[src/rtl/pc_gen_pkg.sv]
// Shared fetch-stage constants: reset vector default, instruction lengths and
// the link-register indices that predecode uses to classify calls and returns.
package pc_gen_pkg;
  localparam logic [31:0] RESET_VECTOR_DEFAULT = 32'h0000_0000;
  localparam int unsigned INSN_LEN_16 = 2;
  localparam int unsigned INSN_LEN_32 = 4;
  localparam logic [4:0]  LINK_REG_RA = 5'd1;
  localparam logic [4:0]  LINK_REG_T0 = 5'd5;
endpackage

[src/rtl/pc_gen_ras.sv]
// Circular return-address stack. A push when full overwrites the oldest entry;
// a simultaneous push and pop replaces the top entry in place.
module ras_stack #(
  parameter int unsigned RAS_DEPTH = 4,
  parameter int unsigned ADDR_W    = 32,
  localparam int unsigned PTR_W    = $clog2(RAS_DEPTH),
  localparam int unsigned CNT_W    = $clog2(RAS_DEPTH) + 1
) (
  input  logic              clk,
  input  logic              rst,
  input  logic              push,
  input  logic              pop,
  input  logic [ADDR_W-1:0] push_data,
  output logic [ADDR_W-1:0] top,
  output logic [CNT_W-1:0]  count
);
  logic [ADDR_W-1:0] mem_q [RAS_DEPTH];
  logic [PTR_W-1:0]  ptr_q, ptr_d;
  logic [CNT_W-1:0]  count_q, count_d;
  logic [PTR_W-1:0]  top_idx;

  // ptr_q addresses the next free slot, so the top lives one below it.
  assign top_idx = ptr_q - PTR_W'(1);
  assign top     = mem_q[top_idx];
  assign count   = count_q;

  always_comb begin
    ptr_d   = ptr_q;
    count_d = count_q;
    if (push && !pop) begin
      ptr_d = ptr_q + PTR_W'(1);
      if (count_q != CNT_W'(RAS_DEPTH)) count_d = count_q + CNT_W'(1);
    end else if (pop && !push) begin
      ptr_d   = top_idx;
      count_d = count_q - CNT_W'(1);
    end
  end

  always_ff @(posedge clk) begin
    if (rst) begin
      ptr_q   <= '0;
      count_q <= '0;
    end else begin
      ptr_q   <= ptr_d;
      count_q <= count_d;
    end
  end

  always_ff @(posedge clk) begin
    if (!rst && push) mem_q[pop ? top_idx : ptr_q] <= push_data;
  end
endmodule

[src/rtl/pc_gen.sv]
// Fetch-stage program counter: trap > redirect > RAS return > call > sequential,
// with a registered PC and valid/ready handshake toward instruction fetch.
module pc_gen
  import pc_gen_pkg::*;
#(
  parameter int unsigned       ADDR_W       = 32,
  parameter logic [ADDR_W-1:0] RESET_VECTOR = ADDR_W'(RESET_VECTOR_DEFAULT),
  parameter int unsigned       RAS_DEPTH    = 4,
  parameter bit                C_EXT        = 1'b1,
  localparam int unsigned      CNT_W        = $clog2(RAS_DEPTH) + 1
) (
  input  logic              clk,
  input  logic              rst,
  input  logic              fetch_ready,
  output logic              pc_valid,
  output logic [ADDR_W-1:0] pc_out,
  input  logic              is_compressed,
  input  logic              is_call,
  input  logic              is_ret,
  input  logic [ADDR_W-1:0] call_target,
  input  logic              redirect_valid,
  input  logic [ADDR_W-1:0] redirect_addr,
  input  logic              trap_valid,
  input  logic [ADDR_W-1:0] trap_addr,
  output logic [CNT_W-1:0]  ras_count
);
  // Handshake: a PC is consumed only when pc_valid && fetch_ready on a rising
  // edge; the predecode inputs are meaningful only in that cycle.
  localparam logic [ADDR_W-1:0] ALIGN_MASK =
    {{(ADDR_W-2){1'b1}}, (C_EXT ? 2'b10 : 2'b00)};

  logic              pc_valid_q;
  logic [ADDR_W-1:0] pc_q, pc_d;
  logic              accept, flush, ras_nonempty;
  logic              ras_push, ras_pop;
  logic [ADDR_W-1:0] len, seq_pc, ras_top;
  logic [CNT_W-1:0]  ras_cnt;

  assign accept       = pc_valid_q && fetch_ready;
  assign flush        = trap_valid || redirect_valid;
  assign ras_nonempty = (ras_cnt != '0);
  assign len          = (C_EXT && is_compressed) ? ADDR_W'(INSN_LEN_16)
                                                 : ADDR_W'(INSN_LEN_32);
  assign seq_pc       = pc_q + len;

  // A trap or redirect in the same cycle discards the accept's RAS effect.
  assign ras_push = accept && !flush && is_call;
  assign ras_pop  = accept && !flush && is_ret && ras_nonempty;

  always_comb begin
    pc_d = pc_q;
    if (trap_valid)                          pc_d = trap_addr & ALIGN_MASK;
    else if (redirect_valid)                 pc_d = redirect_addr & ALIGN_MASK;
    else if (accept && is_ret && ras_nonempty) pc_d = ras_top;
    else if (accept && is_call)              pc_d = call_target & ALIGN_MASK;
    else if (accept)                         pc_d = seq_pc;
  end

  always_ff @(posedge clk) begin
    if (rst) begin
      pc_q       <= RESET_VECTOR;
      pc_valid_q <= 1'b0;
    end else begin
      pc_q       <= pc_d;
      pc_valid_q <= 1'b1;
    end
  end

  ras_stack #(
    .RAS_DEPTH (RAS_DEPTH),
    .ADDR_W    (ADDR_W)
  ) u_ras (
    .clk       (clk),
    .rst       (rst),
    .push      (ras_push),
    .pop       (ras_pop),
    .push_data (seq_pc),
    .top       (ras_top),
    .count     (ras_cnt)
  );

  assign pc_out    = pc_q;
  assign pc_valid  = pc_valid_q;
  assign ras_count = ras_cnt;
endmodule

[config.mk]
export PLATFORM = sky130hd
export DESIGN_NAME = pc_gen
export DESIGN_NICKNAME = d
export VERILOG_FILES = /design/src/rtl/pc_gen_pkg.sv /design/src/rtl/pc_gen_ras.sv /design/src/rtl/pc_gen.sv
export SDC_FILE = /design/constraint.sdc
export NUM_CORES = 1
export LEC_CHECK = 0
export ABC_AREA = 1
export CAP_MARGIN = 0
export CORE_MARGIN = 1
export CORE_UTILIZATION = 49
export DETAILED_ROUTE_END_ITERATION = 8
export HOLD_SLACK_MARGIN = 0.1
export PLACE_DENSITY = 0.83
export SLEW_MARGIN = 30
export SYNTH_ARGS = -nofsm -noshare
export SYNTH_HDL_FRONTEND = slang
export SYNTH_SLANG_ARGS = --single-unit
[constraint.sdc]
create_clock -name clk -period 3 [get_ports clk]
set_input_delay 0.45 -clock clk [delete_from_list [all_inputs] [get_ports clk]]
set_output_delay 0.45 -clock clk [all_outputs]
set_load 0.01 [all_outputs]
==> results.txt <==
- Across all hold checks on the routed design, the worst slack comes to 0.537 ns.
- Vias after detailed routing: roughly 7700
- RR Startpoint: u_ras.ptr_q[1]$_SDFFE_PP0P_
* Height of the die: 133 um
- sky130_fd_sc_hd__nand2_1 is the most common cell in the netlist.
- Setup crit end kind: register
- The final number of hold-violating endpoints is 0.
* Final HPWL DP: about 18 mm
* Run status: completed
* Synthesized net count: 1068
* Flip-flop cell with the highest count after synthesis: sky130_fd_sc_hd__edfxtp_1
- Number of filler instances in the final layout: 1314
* CP Launch Point: u_ras.ptr_q[1]$_SDFFE_PP0P_
- In this run the tool buffered the top-level ports with between 100 and 150 buffer cells.
- DRC violation count after routing: 0
- The root buffer cell chosen for the clock tree is sky130_fd_sc_hd__clkbuf_16.
- Number of different library cells in the post-synthesis netlist: 38
* Post-DR wirelength/cell: slightly below 20 um
- The biggest area contributor in the post-synthesis netlist is sky130_fd_sc_hd__edfxtp_1.
* Startpoint-to-endpoint class of the critical path: register to register
* Slowest Stage Delay on Critical Path: between 0.4 and 0.5 ns
- Synthesis produced a netlist whose cell count is 958.
- Post-Route Setup TNS: 0 ns
- Maximum clock frequency: 397 MHz
- Hold Startpoint: u_ras.count[2]$_SDFFE_PP0P_
* Slowest stage cell on the critical path: sky130_fd_sc_hd__buf_4
* Adder and majority gate portion of the synthesized area: 0.0107
* Syn avg cell area: 8.81 um2
* Worst relative slew slack: 0.497
* Final setup skew: roughly 0.0073 ns
* Multiplexer fraction of the synthesized cell area: 0.00593
- Worst-skew pair later-pin latency: 0.44 ns
- Final-stage net count: roughly 1200
* Number of buffers inserted to repair setup after CTS: 0
- Of the total synthesized cell area, the portion taken by AND, OR, NAND and NOR gates is 0.221.
- Effective utilization at floorplan: 0.505
- Data arrives at the worst endpoint at 2.84 ns.
- Buffers inserted during clock tree synthesis total 17.
* Final Max Tran Viols: 0
* DRT Pass-1 Iters: 7
- The H-tree generated during clock tree synthesis spans 4 levels.
- After clock tree synthesis, the clock-pin slew on the worst setup and hold paths is 0.06 ns.
- Number of antenna violations at the first check in global routing: 1
* Vias per cell: between 5 and 6
- Setup repair after global routing left no endpoint under its margin.
* Register bit count reported by yosys: roughly 170
- STA classifies the critical path startpoint as a register.
- Pin slew with the least headroom to its limit: roughly 0.75 ns
- Placeable core area: 0.0167 mm2
- The floorplan step defined a die boundary enclosing roughly 0.018 mm2.
- The path class of the tightest hold or removal check is register to register.
- Fin area: ~0.011 mm2
- During synthesis, Yosys emitted a total of 0 warnings.
- Of the total synthesized cell area, the portion taken by XOR and XNOR cells is 0.0125.
* Crit-path most repeated cell: sky130_fd_sc_hd__nand2_1
- The floorplan has 47 rows.
* Proportion of register bits with asynchronous set or reset after synthesis: 0
* Post-cts gate resize count: 0
- Cell internal power dissipation: roughly 4.2 mW
- Compared with the post-synthesis result, the final layout area differs by 27.6%.
* Pin count of the biggest net entering global routing: between 40 and 50
- Clock tree synthesis found a total of approximately 170 sinks.
* Commonest cells in the synthesized netlist: 306 x sky130_fd_sc_hd__nand2_1, 128 x sky130_fd_sc_hd__edfxtp_1, 71 x sky130_fd_sc_hd__inv_1
* Area share of the largest cell type after synthesis: 0.455
- Max-cap violations in this run came to 0.
* Total wire length: 25.9 mm
- The clock passes through at most 2 buffers.
- In this run the remaining antenna-violating nets after routing total 0.
* Fraction of layout instances using a drive strength above 1: 0.0969
* Max FO, Critical Path: 42
- Setup violations remaining at the end of the flow were counted as 0.
- Post-detailed-placement cell area: 0.0102 mm2
- Total GRT Usage: 0.303
* Clock power frac: 0.395
- 0 antenna diodes ended up in the layout.
* Sequential cell area fraction in the yosys report: 0.546
- For the worst setup path, the data required time is about 3.3 ns.
- Final core utilization: 0.645
* Cell area after synthesis: between 0.008 and 0.009 mm2
- First-pass GRT wire length: a little over 40 mm
* Period minus WS final: approximately 2.5 ns
- Measured along the x axis, the die boundary spans ~130 um.
- Top post-synthesis cells by area: sky130_fd_sc_hd__edfxtp_1 46%, sky130_fd_sc_hd__nand2_1 14%, sky130_fd_sc_hd__dfxtp_1 9.0%
* Combinational power share: 0.127
- Across the VDD grid, the largest voltage drop is roughly 0.00042 V.
- In this run, post-CTS hold repair placed 0 buffers.
- Final Cycle Share: 0.840
- Post-synthesis compound-gate area fraction: 0.145
- For this run the aggregate overflow at the end of global routing stands at 0.
- In this run the static leakage power is 4.14 nW.
- After the first detailed-routing iteration, the DRC count stood at 894.
* Boundary pin count: 140
* Vias in the first global route: 7560
- Yosys mapped a number of flops with a built-in enable equal to 128.
- Largest family of logic cells by synthesized area: simple AND/OR/NAND/NOR gates
- Routability cong.: 0.977
- Net switching power: between 1 and 1.5 mW
- TritonCTS built the clock tree.
* Switching power as a share of total power: 0.237
- The share of total power dissipated in sequential elements is 0.478.
* Power density of the placed cells: between 500 and 600 mW/mm2
- Traced cell by cell, the critical path runs through buf_4 > inv_2 > nor2_4 > buf_4 > inv_2 > nand2_1 > nand3_1 > a21oi_1 > nand2_1 > nand2_1 > nand2_1 > nand2_1 > a21oi_1.
layout make-up:
class	count	area, um2	share of cell area
Clock buffer	19	443	0.0411
Clock inverter	11	134	0.0124
Timing Repair Buffer	170	1680	0.156
Inverter	77	289	0.0268
Tap cell	220	275	0.0256
Multi-Input combinational cell	671	3340	0.310
Sequential cell	166	4600	0.428
path summary, 6_finish.rpt:
kind,endpoint,slack (ns),cells after the start
worst max-delay path,pc_out[12]$_SDFFE_PP0P_,0.48,13
worst min-delay path,u_ras.count[2]$_SDFFE_PP0P_,0.54,2
worst max register to register,pc_out[12]$_SDFFE_PP0P_,0.48,13
worst min register to register,u_ras.count[2]$_SDFFE_PP0P_,0.54,2
layout by cell type, fill, tap and decap left out, drive strengths merged, types with 2 or more instances in the layout:
cell	count
bufinv	3
nand2	311
or2	4
o22ai	17
fa	2
xnor2	6
ha	4
o211ai	6
o21ai	70
o21bai	9
nand3	45
a22oi	13
clkbuf	19
edfxtp	128
nand3b	6
a22o	5
mux2i	5
clkdlybuf4s50	136
nor2	68
inv	76
a21oi	69
a21o	2
dfxtp	38
xor2	6
o221a	11
nand4	9
buf	34
clkinv	8
per-stage QoR:
| step | std cells | total power [mW] | setup WS (ns) |
|---|---|---|---|
| after global placement | 1304 | 3.33 | 0.264 |
| after global routing | 1334 | 5.62 | 0.321 |
| final | 1334 | 5.48 | 0.481 |
| after CTS | 1334 | 5.46 | 0.538 |
| after floorplan | 958 | 2.98 | -0.127 |
| after detailed placement | 1304 | 3.34 | 0.216 |
worst max-delay path: cells and delay by family, from the launching register on:
family | cells | cell delay [ns]
buf+inv | 4 | 1.22
simple gates | 7 | 0.62
flops | 1 | 0.35
compound gates | 2 | 0.22
per-layer routing:
metal | global-route usage | share of wire | up-vias
li1 | - | - | 3547
met1 | 0.388 | 0.39 | 3585
met2 | 0.477 | 0.46 | 494
met3 | 0.0738 | 0.11 | 87
met4 | 0.162 | 0.040 | 0
met5 | 0 | 0 | -
registers in the layout, summed over array words and instances, names as in the netlist:
register and cells:
pc_out 32, pc_valid 1, u_ras.count 3, u_ras.mem_q 128
u_ras.ptr_q 2
power by group through the flow:
stage	Sequential (mW)	Clock (mW)	Combinational (mW)
floorplan	2.65	0	0.323
global placement	2.66	0	0.662
detailed placement	2.66	0	0.678
CTS	2.62	2.16	0.684
global route	2.62	2.24	0.752
finish	2.62	2.16	0.695
cells by family (layout without fill, tap and decap cells):
| group | after synthesis | in the layout |
|---|---|---|
| XOR/XNOR | 12 | 12 |
| adder cells (fa/ha/maj) | 6 | 6 |
| AO/OA/AOI/OAI | 205 | 205 |
| multiplexers | 5 | 5 |
| buffers and inverters | 121 | 277 |
| flip-flops | 166 | 166 |
| AND/OR/NAND/NOR | 443 | 443 |
(Power assumes the default switching activity.)
